==> src/rtl/scan_ctrl_pkg.sv <==
// Shared definitions for the scan chain controller.
//   state_t   : controller FSM states
//   cnt_width : width of the phase counter, wide enough to hold
//               max(chain length, capture cycles)
package scan_ctrl_pkg;

  typedef enum logic [2:0] {
    IDLE,
    SHIFT_IN,
    CAPTURE,
    SHIFT_OUT,
    DONE
  } state_t;

  function automatic int unsigned cnt_width(input int unsigned a,
                                            input int unsigned b);
    int unsigned m;
    m = (a > b) ? a : b;
    return $clog2(m + 1);
  endfunction

endpackage

==> src/rtl/scan_cycle_counter.sv <==
// Phase cycle counter for the scan controller.
//   clk, rst : clock, synchronous active-high reset
//   clear    : force count to zero (takes priority over en)
//   en       : advance the count by one; saturates at limit, never wraps
//   limit    : programmable terminal value
//   tc       : count == limit
module scan_cycle_counter #(
  parameter int unsigned WIDTH = 4
) (
  input  logic             clk,
  input  logic             rst,
  input  logic             clear,
  input  logic             en,
  input  logic [WIDTH-1:0] limit,
  output logic             tc
);

  logic [WIDTH-1:0] r_count;

  always_ff @(posedge clk) begin
    if (rst || clear) begin
      r_count <= '0;
    end else if (en && !tc) begin
      r_count <= r_count + WIDTH'(1);
    end
  end

  assign tc = (r_count == limit);

endmodule

==> src/rtl/scan_chain_ctrl.sv <==
// Scan chain test controller: shifts a pattern into a chain of scan flops,
// runs CAPTURE_CYCLES functional clocks, shifts the captured state back out
// and compares it with an expected vector.
//   clk, rst                : clock (shared with chain), sync active-high reset
//   start_valid/start_ready : request handshake carrying pattern_in/expected_in
//   scan_en/scan_in         : chain se and flop-0 si
//   scan_out                : q of the last chain flop
//   busy                    : controller not idle
//   resp_valid/resp_ready   : response handshake carrying resp_data/mismatch
module scan_chain_ctrl
  import scan_ctrl_pkg::*;
#(
  parameter int unsigned CHAIN_LEN      = 8,
  parameter int unsigned CAPTURE_CYCLES = 1
) (
  input  logic                 clk,
  input  logic                 rst,
  input  logic                 start_valid,
  output logic                 start_ready,
  input  logic [CHAIN_LEN-1:0] pattern_in,
  input  logic [CHAIN_LEN-1:0] expected_in,
  output logic                 scan_en,
  output logic                 scan_in,
  input  logic                 scan_out,
  output logic                 busy,
  output logic                 resp_valid,
  input  logic                 resp_ready,
  output logic [CHAIN_LEN-1:0] resp_data,
  output logic                 mismatch
);

  localparam int unsigned CW = cnt_width(CHAIN_LEN, CAPTURE_CYCLES);
  // Terminal values are "edges in phase minus one": tc is seen before the
  // last edge of the phase, so the transition lands exactly on that edge.
  localparam logic [CW-1:0] SHIFT_LIMIT = CW'(CHAIN_LEN - 1);
  localparam logic [CW-1:0] CAP_LIMIT   = CW'(CAPTURE_CYCLES - 1);

  state_t               r_state;
  logic [CHAIN_LEN-1:0] r_pat;
  logic [CHAIN_LEN-1:0] r_exp;
  logic [CHAIN_LEN-1:0] r_resp;
  logic [CHAIN_LEN-1:0] r_resp_data;
  logic                 r_scan_en;
  logic                 r_scan_in;
  logic                 r_resp_valid;
  logic                 r_mismatch;
  logic                 r_start_ready;
  logic                 r_busy;

  logic                 w_cnt_en;
  logic                 w_cnt_clr;
  logic                 w_tc;
  logic [CW-1:0]        w_limit;
  logic [CHAIN_LEN-1:0] w_resp_next;

  always_comb begin
    w_cnt_en  = (r_state == SHIFT_IN) || (r_state == CAPTURE) ||
                (r_state == SHIFT_OUT);
    w_limit   = (r_state == CAPTURE) ? CAP_LIMIT : SHIFT_LIMIT;
    // Clearing at the terminal edge reloads zero on every phase change.
    w_cnt_clr = !w_cnt_en || w_tc;
    w_resp_next    = r_resp << 1;
    w_resp_next[0] = scan_out;
  end

  scan_cycle_counter #(
    .WIDTH (CW)
  ) u_counter (
    .clk   (clk),
    .rst   (rst),
    .clear (w_cnt_clr),
    .en    (w_cnt_en),
    .limit (w_limit),
    .tc    (w_tc)
  );

  always_ff @(posedge clk) begin
    if (rst) begin
      r_state       <= IDLE;
      r_pat         <= '0;
      r_exp         <= '0;
      r_resp        <= '0;
      r_resp_data   <= '0;
      r_scan_en     <= 1'b0;
      r_scan_in     <= 1'b0;
      r_resp_valid  <= 1'b0;
      r_mismatch    <= 1'b0;
      r_start_ready <= 1'b1;
      r_busy        <= 1'b0;
    end else begin
      case (r_state)
        IDLE: begin
          if (start_valid) begin
            // MSB is presented right away; the rest queue up MSB-first.
            r_exp         <= expected_in;
            r_pat         <= pattern_in << 1;
            r_scan_in     <= pattern_in[CHAIN_LEN-1];
            r_scan_en     <= 1'b1;
            r_start_ready <= 1'b0;
            r_busy        <= 1'b1;
            r_state       <= SHIFT_IN;
          end
        end
        SHIFT_IN: begin
          if (w_tc) begin
            r_scan_en <= 1'b0;
            r_scan_in <= 1'b0;
            r_state   <= CAPTURE;
          end else begin
            r_scan_in <= r_pat[CHAIN_LEN-1];
            r_pat     <= r_pat << 1;
          end
        end
        CAPTURE: begin
          if (w_tc) begin
            r_scan_en <= 1'b1;
            r_state   <= SHIFT_OUT;
          end
        end
        SHIFT_OUT: begin
          // First sample is the last flop, so after N samples bit k = flop k.
          r_resp <= w_resp_next;
          if (w_tc) begin
            r_scan_en    <= 1'b0;
            r_resp_data  <= w_resp_next;
            r_mismatch   <= (w_resp_next != r_exp);
            r_resp_valid <= 1'b1;
            r_state      <= DONE;
          end
        end
        DONE: begin
          if (resp_ready) begin
            r_resp_valid  <= 1'b0;
            r_start_ready <= 1'b1;
            r_busy        <= 1'b0;
            r_state       <= IDLE;
          end
        end
        default: begin
          r_state <= IDLE;
        end
      endcase
    end
  end

  assign start_ready = r_start_ready;
  assign busy        = r_busy;
  assign scan_en     = r_scan_en;
  assign scan_in     = r_scan_in;
  assign resp_valid  = r_resp_valid;
  assign resp_data   = r_resp_data;
  assign mismatch    = r_mismatch;

endmodule

==> config.mk <==
export PLATFORM = sky130hd
export DESIGN_NAME = scan_chain_ctrl
export DESIGN_NICKNAME = d
export VERILOG_FILES = /design/src/rtl/scan_ctrl_pkg.sv /design/src/rtl/scan_cycle_counter.sv /design/src/rtl/scan_chain_ctrl.sv
export SDC_FILE = /design/constraint.sdc
export NUM_CORES = 1
export LEC_CHECK = 0
export BUFFER_PORTS_ARGS = -buffer_cell sky130_fd_sc_hd__buf_2
export CAP_MARGIN = 25
export CORE_MARGIN = 5
export CORE_UTILIZATION = 50
export DETAILED_ROUTE_END_ITERATION = 12
export HOLD_SLACK_MARGIN = 0.02
export PLACE_DENSITY_LB_ADDON = 0.08
export SYNTH_ARGS = -nofsm -noshare
export SYNTH_HDL_FRONTEND = slang
export SYNTH_SLANG_ARGS = --single-unit
==> constraint.sdc <==
create_clock -name clk -period 2.3 [get_ports clk]
set_input_delay 0.46 -clock clk [delete_from_list [all_inputs] [get_ports clk]]
set_output_delay 0.46 -clock clk [all_outputs]
set_load 0.01 [all_outputs]
==> flow_summary_export.csv, run 1 <==
group,metric,value,unit
outcome,status,"finished clean",
synth,synth_seq_area_share,47.8,%
clocking,hold_buffers,0,
placed_design,gp_congestion,0.872,
worst_hold_path,min_path_type,"in2reg",
power,p_clk_share,27.5,%
clocking,cts_buffers,5,
finish,drive_gt1_share,22.7,%
power,vdd_drop_max,421,uV
global_routing,first_global_vias,1398,
worst_setup_path,crit_end,"scan_in$_SDFFE_PP0P_",
clocking,clock-sinks,43,
sta,finalCritPeriodShare,73.9,%
synth,avgSynthCellArea,9.43,sq um
placed_design,port_buffers,34,
worst_hold_path,worstHoldStart,"expected_in[1]",
synth,ys.flop_type,"dfxtp_1",
clocking,clkTransAtPathRegs,0.12,ns
sta,finalSetupViolCount,0,
placed_design,dpl-instance-area,0.00200,sq mm
routing,avgRoutedWirePerCell,13.5,microns
sta,finalHoldViolations,0,
finish,syn_to_final_growth,13.5,%
worst_setup_path,end_kind,"flip-flop",
routing,drc_errors,0,
synth,syn_area,0.00180,sq mm
clocking,root_buffer,"clkbuf_4",
clocking,cts_setup_buffers,0,
synth,synth-async-reset-ratio,0,%
synth,synth_enable_flop_cells,0,
routing,ant_nets,0,
synth,synthTopCellsByArea,"dfxtp_1 48%, mux2i_1 12%, nor2_1 6.9%",
synth,synth_top_family_by_area,"simple AND/OR/NAND/NOR gates",
routing,via_per_inst,5.34,
global_routing,grt_max_degree,24,
worst_setup_path,worst_r2r_endpoint,"scan_in$_SDFFE_PP0P_",
global_routing,grt_pass1_wl,6.43,mm
sta,period_needed,1.70,ns
worst_setup_path,worstReg2RegStart,"r_state[0]$_SDFFE_PP0P_",
power,leakagePower,0.000934,uW
synth,yosysWarningCount,0,
worst_setup_path,critPathLaunchType,"flip-flop",
synth,synth_xor_area_share,4.86,%
finish,fin_util,59.9,%
global_routing,overflow,0,
floorplanning,boundaryPins,35,
placed_design,dp.final_hpwl,2.69,mm
finish,antennaDiodeCount,0,
worst_setup_path,critPathArrivalTime,1.97,ns
power,power.total,1270,uW
worst_setup_path,r2r_cells,4,
worst_setup_path,crit_buf_inv,0,
clocking,cts_htree_levels,2,
synth,synth_seq_cells,43,
power,power.share.sequential,62.3,%
clocking,clockBufferDepth,2,
synth,synth_mux_area_share,12.2,%
sta,fmax,588,MHz
sta,fin_setup_tns,0,ns
worst_setup_path,crit_chain,"nor2_1 -> and3_1 -> mux2i_1 -> a211oi_1",
finish,fin_nets,246,
power,pwr-share-comb,10.2,%
floorplanning,die_area,0.00490,sq mm
finish,multi_input_comb_area,866,sq um
routing,drt_pass1_iterations,4,
synth,synth_top_area_cell,"dfxtp_1",
flow_run,max_cap_viol_count,0,
finish,stdcell_area,0.00205,sq mm
worst_setup_path,r2r_setup_slack,0.60,ns
sta,slew_viol_final,0,
sta,clock_skew,0.0108,ns
floorplanning,initial_core_util,52.7,%
worst_setup_path,setup.worst_path.start,"r_state[0]$_SDFFE_PP0P_",
global_routing,grt_antenna_before_repair,0,
clocking,clk_latency,0.35,ns
synth,synth_nets,213,
synth,synth-simple-area-share,17.9,%
synth,synth_compound_area_share,12.4,%
clocking,cts_tree,"built",
worst_setup_path,slowest_stage,"and3_1",
finish,seq_area,861,sq um
worst_setup_path,crit_cells,4,
floorplanning,core_area,0.00342,sq mm
sta,rsz0062_at_grt,"false",
routing,routed_wl,3.67,mm
worst_setup_path,crit_path_max_incr_delay,0.48,ns
worst_setup_path,critPathKind,"reg2reg",
floorplanning,die_height,70.0,microns
routing,vias,1448,
synth,yosysUniqueCellTypes,31,
clocking,cts.repair.resized,0,
global_routing,track_usage,16.2,%
floorplanning,die_x,70.0,microns
power,switching_power,320,uW
finish,n_fill_cell,302,
floorplanning,rows,21,
power,switching_share,25.2,%
synth,synthCells,191,
worst_setup_path,path_max_fanout,12,
power,p_per_area,620,mW/mm^2
synth,synth_top_area_share,47.8,%
routing,drt_iter0_drc,142,
sta,worstMarginPinSlew,0.436,ns
power,p_int,949,uW
synth,synth_adder_area_share,0.694,%
worst_setup_path,cp_top_family,"simple AND/OR/NAND/NOR gates",
sta,maxSlewHeadroom,70.9,%
worst_setup_path,worstPathRequired,2.57,ns
==> state kept, by name (all words and copies together), names as in the netlist, 3 cells and up <==
signal	flops
r_exp	8
r_pat	7
r_resp	7
r_state	3
resp_data	8
u_counter.r_count	4
==> synthesized netlist by cell type (4+ instances only) <==
cell / count
buf_2: 6
a211oi_1: 4
nor2_1: 33
a21oi_1: 15
xor2_1: 9
nand2_1: 18
clkbuf_1: 4
mux2i_1: 22
nand3_1: 4
dfxtp_1: 43
==> per-layer routing <==
metal	vias to the layer above	global-route usage (%)	wire length (microns)
li1	723	-	-
met1	668	21.2	1670
met2	53	24.9	1700
met3	4	4.45	273
met4	0	7.23	30
met5	-	0	0
==> power groups by stage <==
stage | Combinational, uW | Sequential, uW | Clock, uW
5_1_grt | 146 | 795 | 387
3_5_place_dp | 129 | 807 | 0
4_1_cts | 130 | 790 | 356
2_1_floorplan | 91.0 | 803 | 0
3_3_place_gp | 125 | 806 | 0
6_report | 129 | 790 | 350
==> placed cells by master (no fill, tap or decap), types with 3 or more instances in the layout <==
cell type  synthesis  layout
dfxtp_1           43      43
buf_2              6      34
nor2_1            33      33
mux2i_1           22      22
nand2_1           18      18
a21oi_1           15      15
xor2_1             9       9
clkbuf_4           0       5
nand3_1            4       4
a211oi_1           4       4
buf_4              1       4
nor3_1             3       3
or4_1              3       3
inv_1              3       3
a211oi_2           3       3
==> how the worst min path moves through the flow <==
| stage | to | cells after the start |
|---|---|---|
| floorplan | r_pat[1]$_SDFFE_PP0P_ | 2 |
| global placement | r_pat[1]$_SDFFE_PP0P_ | 2 |
| detailed placement | r_pat[1]$_SDFFE_PP0P_ | 2 |
| CTS | r_exp[6]$_SDFFE_PP0P_ | 3 |
| global route | r_exp[3]$_SDFFE_PP0P_ | 3 |
| finish | r_exp[1]$_SDFFE_PP0P_ | 3 |
==> cells by family after synthesis <==
| group | after synthesis |
|---|---|
| muxes | 22 |
| buffers and inverters | 15 |
| adders and majority gates | 1 |
| AOI/OAI and AO/OA | 29 |
| xor gates and xnor gates | 10 |
| and+or+nand+nor | 71 |
| DFF | 43 |
==> tightest hold or removal path: cells and delay by family <==
kind | cells | cell delay, ns
simple gates | 1 | 0.05
buf+inv | 1 | 0.10
compound gates | 1 | 0.05
==> final cells by class <==
cell class / count / area share (%)
clock buffers: 7 / 2.20
clock inverters: 1 / 0.245
inverters: 3 / 0.550
multi-input cells: 133 / 42.3
flip-flops and latches: 43 / 42.1
well taps: 46 / 2.81
repair buffers: 38 / 9.79
==> stage by stage <==
stage / setup WS (ns) / instances / hold WS [ns]
after floorplan: 0.765 / 191 / 0.445
after global placement: 0.705 / 263 / 0.454
after detailed placement: 0.643 / 263 / 0.458
after CTS: 0.609 / 271 / 0.334
after global routing: 0.407 / 271 / 0.340
final: 0.599 / 271 / 0.346
No activity file was read; power rests on OpenSTA's default activity.
==> run 2: changes to the inputs <==
Settings changed: ABC_AREA set to 1, CORE_UTILIZATION 50 to 49.
Clock period 2.3 ns to 1.4 ns, I/O delays scaled along.
==> flow_summary_export.csv, run 2 <==
group,metric,value,unit
clocking,cts_buffers,5,
power,p_int,2530,uW
clocking,clockBufferDepth,2,
floorplanning,die_area,0.00528,sq mm
clocking,root_buffer,"clkbuf_8",
synth,synthTopCellsByArea,"dfxtp_1 45%, nand2_1 12%, a21oi_1 9.9%",
clocking,clkTransAtPathRegs,0.08,ns
power,switching_share,38.1,%
clocking,cts_htree_levels,2,
routing,ant_nets,0,
global_routing,overflow,0,
sta,finalSetupViolCount,0,
synth,synth_nets,280,
routing,m1WireLength,1.96,mm
floorplanning,core_area,0.00374,sq mm
clocking,cts_setup_buffers,0,
floorplanning,boundaryPins,35,
synth,ys.flop_type,"dfxtp_1",
synth,synth_seq_cells,43,
synth,synth_enable_flop_cells,0,
power,switching_power,1560,uW
synth,synthCells,258,
synth,synth_mux_area_share,0,%
routing,drc_errors,0,
global_routing,first_global_vias,1517,
power,pwr-share-comb,40.0,%
sta,fmax,782,MHz
sta,fin_ws,0.121,ns
floorplanning,die_x,72.6,microns
routing,dr.max_layer_used,"met4",
clocking,clk_latency,0.30,ns
finish,seq_area,867,sq um
synth,synth_top_area_cell,"dfxtp_1",
worst_hold_path,min_path_type,"in2reg",
synth,synth-async-reset-ratio,0,%
placed_design,gp_congestion,0.860,
finish,mostFrequentLayoutCells,"63 x nand2_1, 40 x dfxtp_1, 38 x a21oi_1",
sta,slew_viol_final,0,
synth,synth_adder_area_share,0.651,%
sta,worstMarginPinSlew,0.311,ns
synth,synth_top_area_share,44.8,%
power,vdd_drop_max,1180,uV
routing,drt_pass1_iterations,4,
synth,synth_common_cells,"63 x nand2_1, 43 x dfxtp_1, 38 x a21oi_1, 23 x nor2_1, 22 x inv_1",
worst_setup_path,critPathKind,"reg2reg",
global_routing,grt_max_degree,20,
sta,clock_skew,0.00496,ns
synth,synth_seq_area_share,44.8,%
global_routing,grt_pass1_wl,6.70,mm
clocking,cts_tree,"built",
power,p_clk_share,18.7,%
outcome,status,"finished clean",
worst_setup_path,end_kind,"flip-flop",
finish,stdcell_area,0.00228,sq mm
sta,hold_ws,0.224,ns
finish,syn_to_final_growth,18.7,%
finish,drive_gt1_share,22.9,%
routing,wl_met2,1.71,mm
finish,antennaDiodeCount,0,
finish,fin_nets,322,
sta,fin_setup_tns,0,ns
routing,avgRoutedWirePerCell,11.4,microns
worst_setup_path,path_max_fanout,14,
power,power.share.sequential,41.3,%
flow_run,max_cap_viol_count,0,
worst_setup_path,critPathLaunchType,"flip-flop",
sta,period_needed,1.28,ns
placed_design,dpl-instance-area,0.00218,sq mm
routing,drt_iter0_drc,91,
finish,multi_input_comb_area,890,sq um
floorplanning,initial_core_util,51.4,%
global_routing,track_usage,16.0,%
sta,maxSlewHeadroom,79.2,%
worst_setup_path,critPathArrivalTime,1.48,ns
worst_setup_path,r2r_setup_slack,0.12,ns
sta,finalCritPeriodShare,91.4,%
placed_design,dp.final_hpwl,2.91,mm
routing,wl_met3,240,microns
synth,synth.most_common_cell,"nand2_1",
routing,vias,1704,
worst_setup_path,worstPathRequired,1.60,ns
routing,routed_wl,3.98,mm
finish,final_common_cell,"nand2_1",
sta,finalHoldViolations,0,
placed_design,port_buffers,34,
synth,yosysUniqueCellTypes,25,
routing,via_per_inst,4.88,
power,p_per_area,1790,mW/mm^2
synth,synth_xor_area_share,4.10,%
floorplanning,rows,22,
placed_design,post-place-ws,-0.0171,ns
synth,yosysWarningCount,0,
synth,syn_area,0.00192,sq mm
synth,avgSynthCellArea,7.45,sq um
synth,synth_compound_area_share,15.0,%
floorplanning,die_height,72.6,microns
synth,synth-simple-area-share,26.0,%
synth,synth_top_family_by_area,"simple AND/OR/NAND/NOR gates",
global_routing,grt_antenna_before_repair,0,
power,leakagePower,0.00103,uW
clocking,clock-sinks,43,
finish,n_fill_cell,366,
## run 2: stage by stage
step	total power, uW	util, %	std cells
2_1_floorplan	2930	-	258
3_3_place_gp	3290	58.2	341
3_5_place_dp	3310	58.2	341
4_1_cts	4080	60.6	349
5_1_grt	4430	61.0	349
6_report	4090	61.0	349
## run 2: cell type report
type                            instances  area share (%)
Multi-Input combinational cell        177            39.0
Sequential cell                        43            38.0
Timing Repair Buffer                   46            11.9
Inverter                               27            4.77
Clock buffer                            6            3.18
Tap cell                               48            2.63
Clock inverter                          2           0.548
## run 2: final timing paths
path	from	to	cells past startpoint
worst max register to register	r_state[2]$_SDFFE_PP0P_	r_pat[4]$_SDFFE_PP0P_	8
worst max-delay path	r_state[2]$_SDFFE_PP0P_	r_pat[4]$_SDFFE_PP0P_	8
worst min-delay path	expected_in[0]	r_exp[0]$_SDFFE_PP0P_	3
worst min register to register	resp_data[1]$_SDFFE_PP0P_	resp_data[1]$_SDFFE_PP0P_	2
## run 2: what timing repair did
item / CTS / global route
hold buffers: 0 / 0
hold endpoints to repair: 0 / 0
setup endpoints to repair: 5 / 21
resized for setup: 2 / 7
pin swaps: 0 / 0
## run 2: routing by layer
layer | global-route usage, % | vias to the layer above
li1 | - | 913
met1 | 21.8 | 744
met2 | 23.8 | 41
met3 | 5.10 | 6
met4 | 5.53 | 0
met5 | 0 | -
## run 2: power by group through the flow
| stage | clock, uW | combinational (uW) | sequential [uW] |
|---|---|---|---|
| 3_5_place_dp | 0 | 1610 | 1700 |
| 6_report | 765 | 1630 | 1690 |
| 4_1_cts | 790 | 1620 | 1680 |
| 5_1_grt | 847 | 1860 | 1720 |
| 3_3_place_gp | 0 | 1600 | 1690 |
| 2_1_floorplan | 0 | 1280 | 1650 |
## run 2: cell families (layout without fill, tap and decap cells)
group,count (synthesis),in the layout
buffers and inverters,38,81
AND/OR/NAND/NOR,112,112
XOR/XNOR,9,9
flip-flops,43,43
adder cells (fa/ha/maj),1,1
AO/OA/AOI/OAI,55,55
## run 2: worst max-delay path: stages, from the launching register on
cell and delay (ns):
dfxtp_2 0.38, inv_2 0.05, buf_4 0.15, nand3_1 0.11, inv_1 0.07, nor2_2 0.12, inv_4 0.09, a21oi_1 0.15
nor2_1 0.06
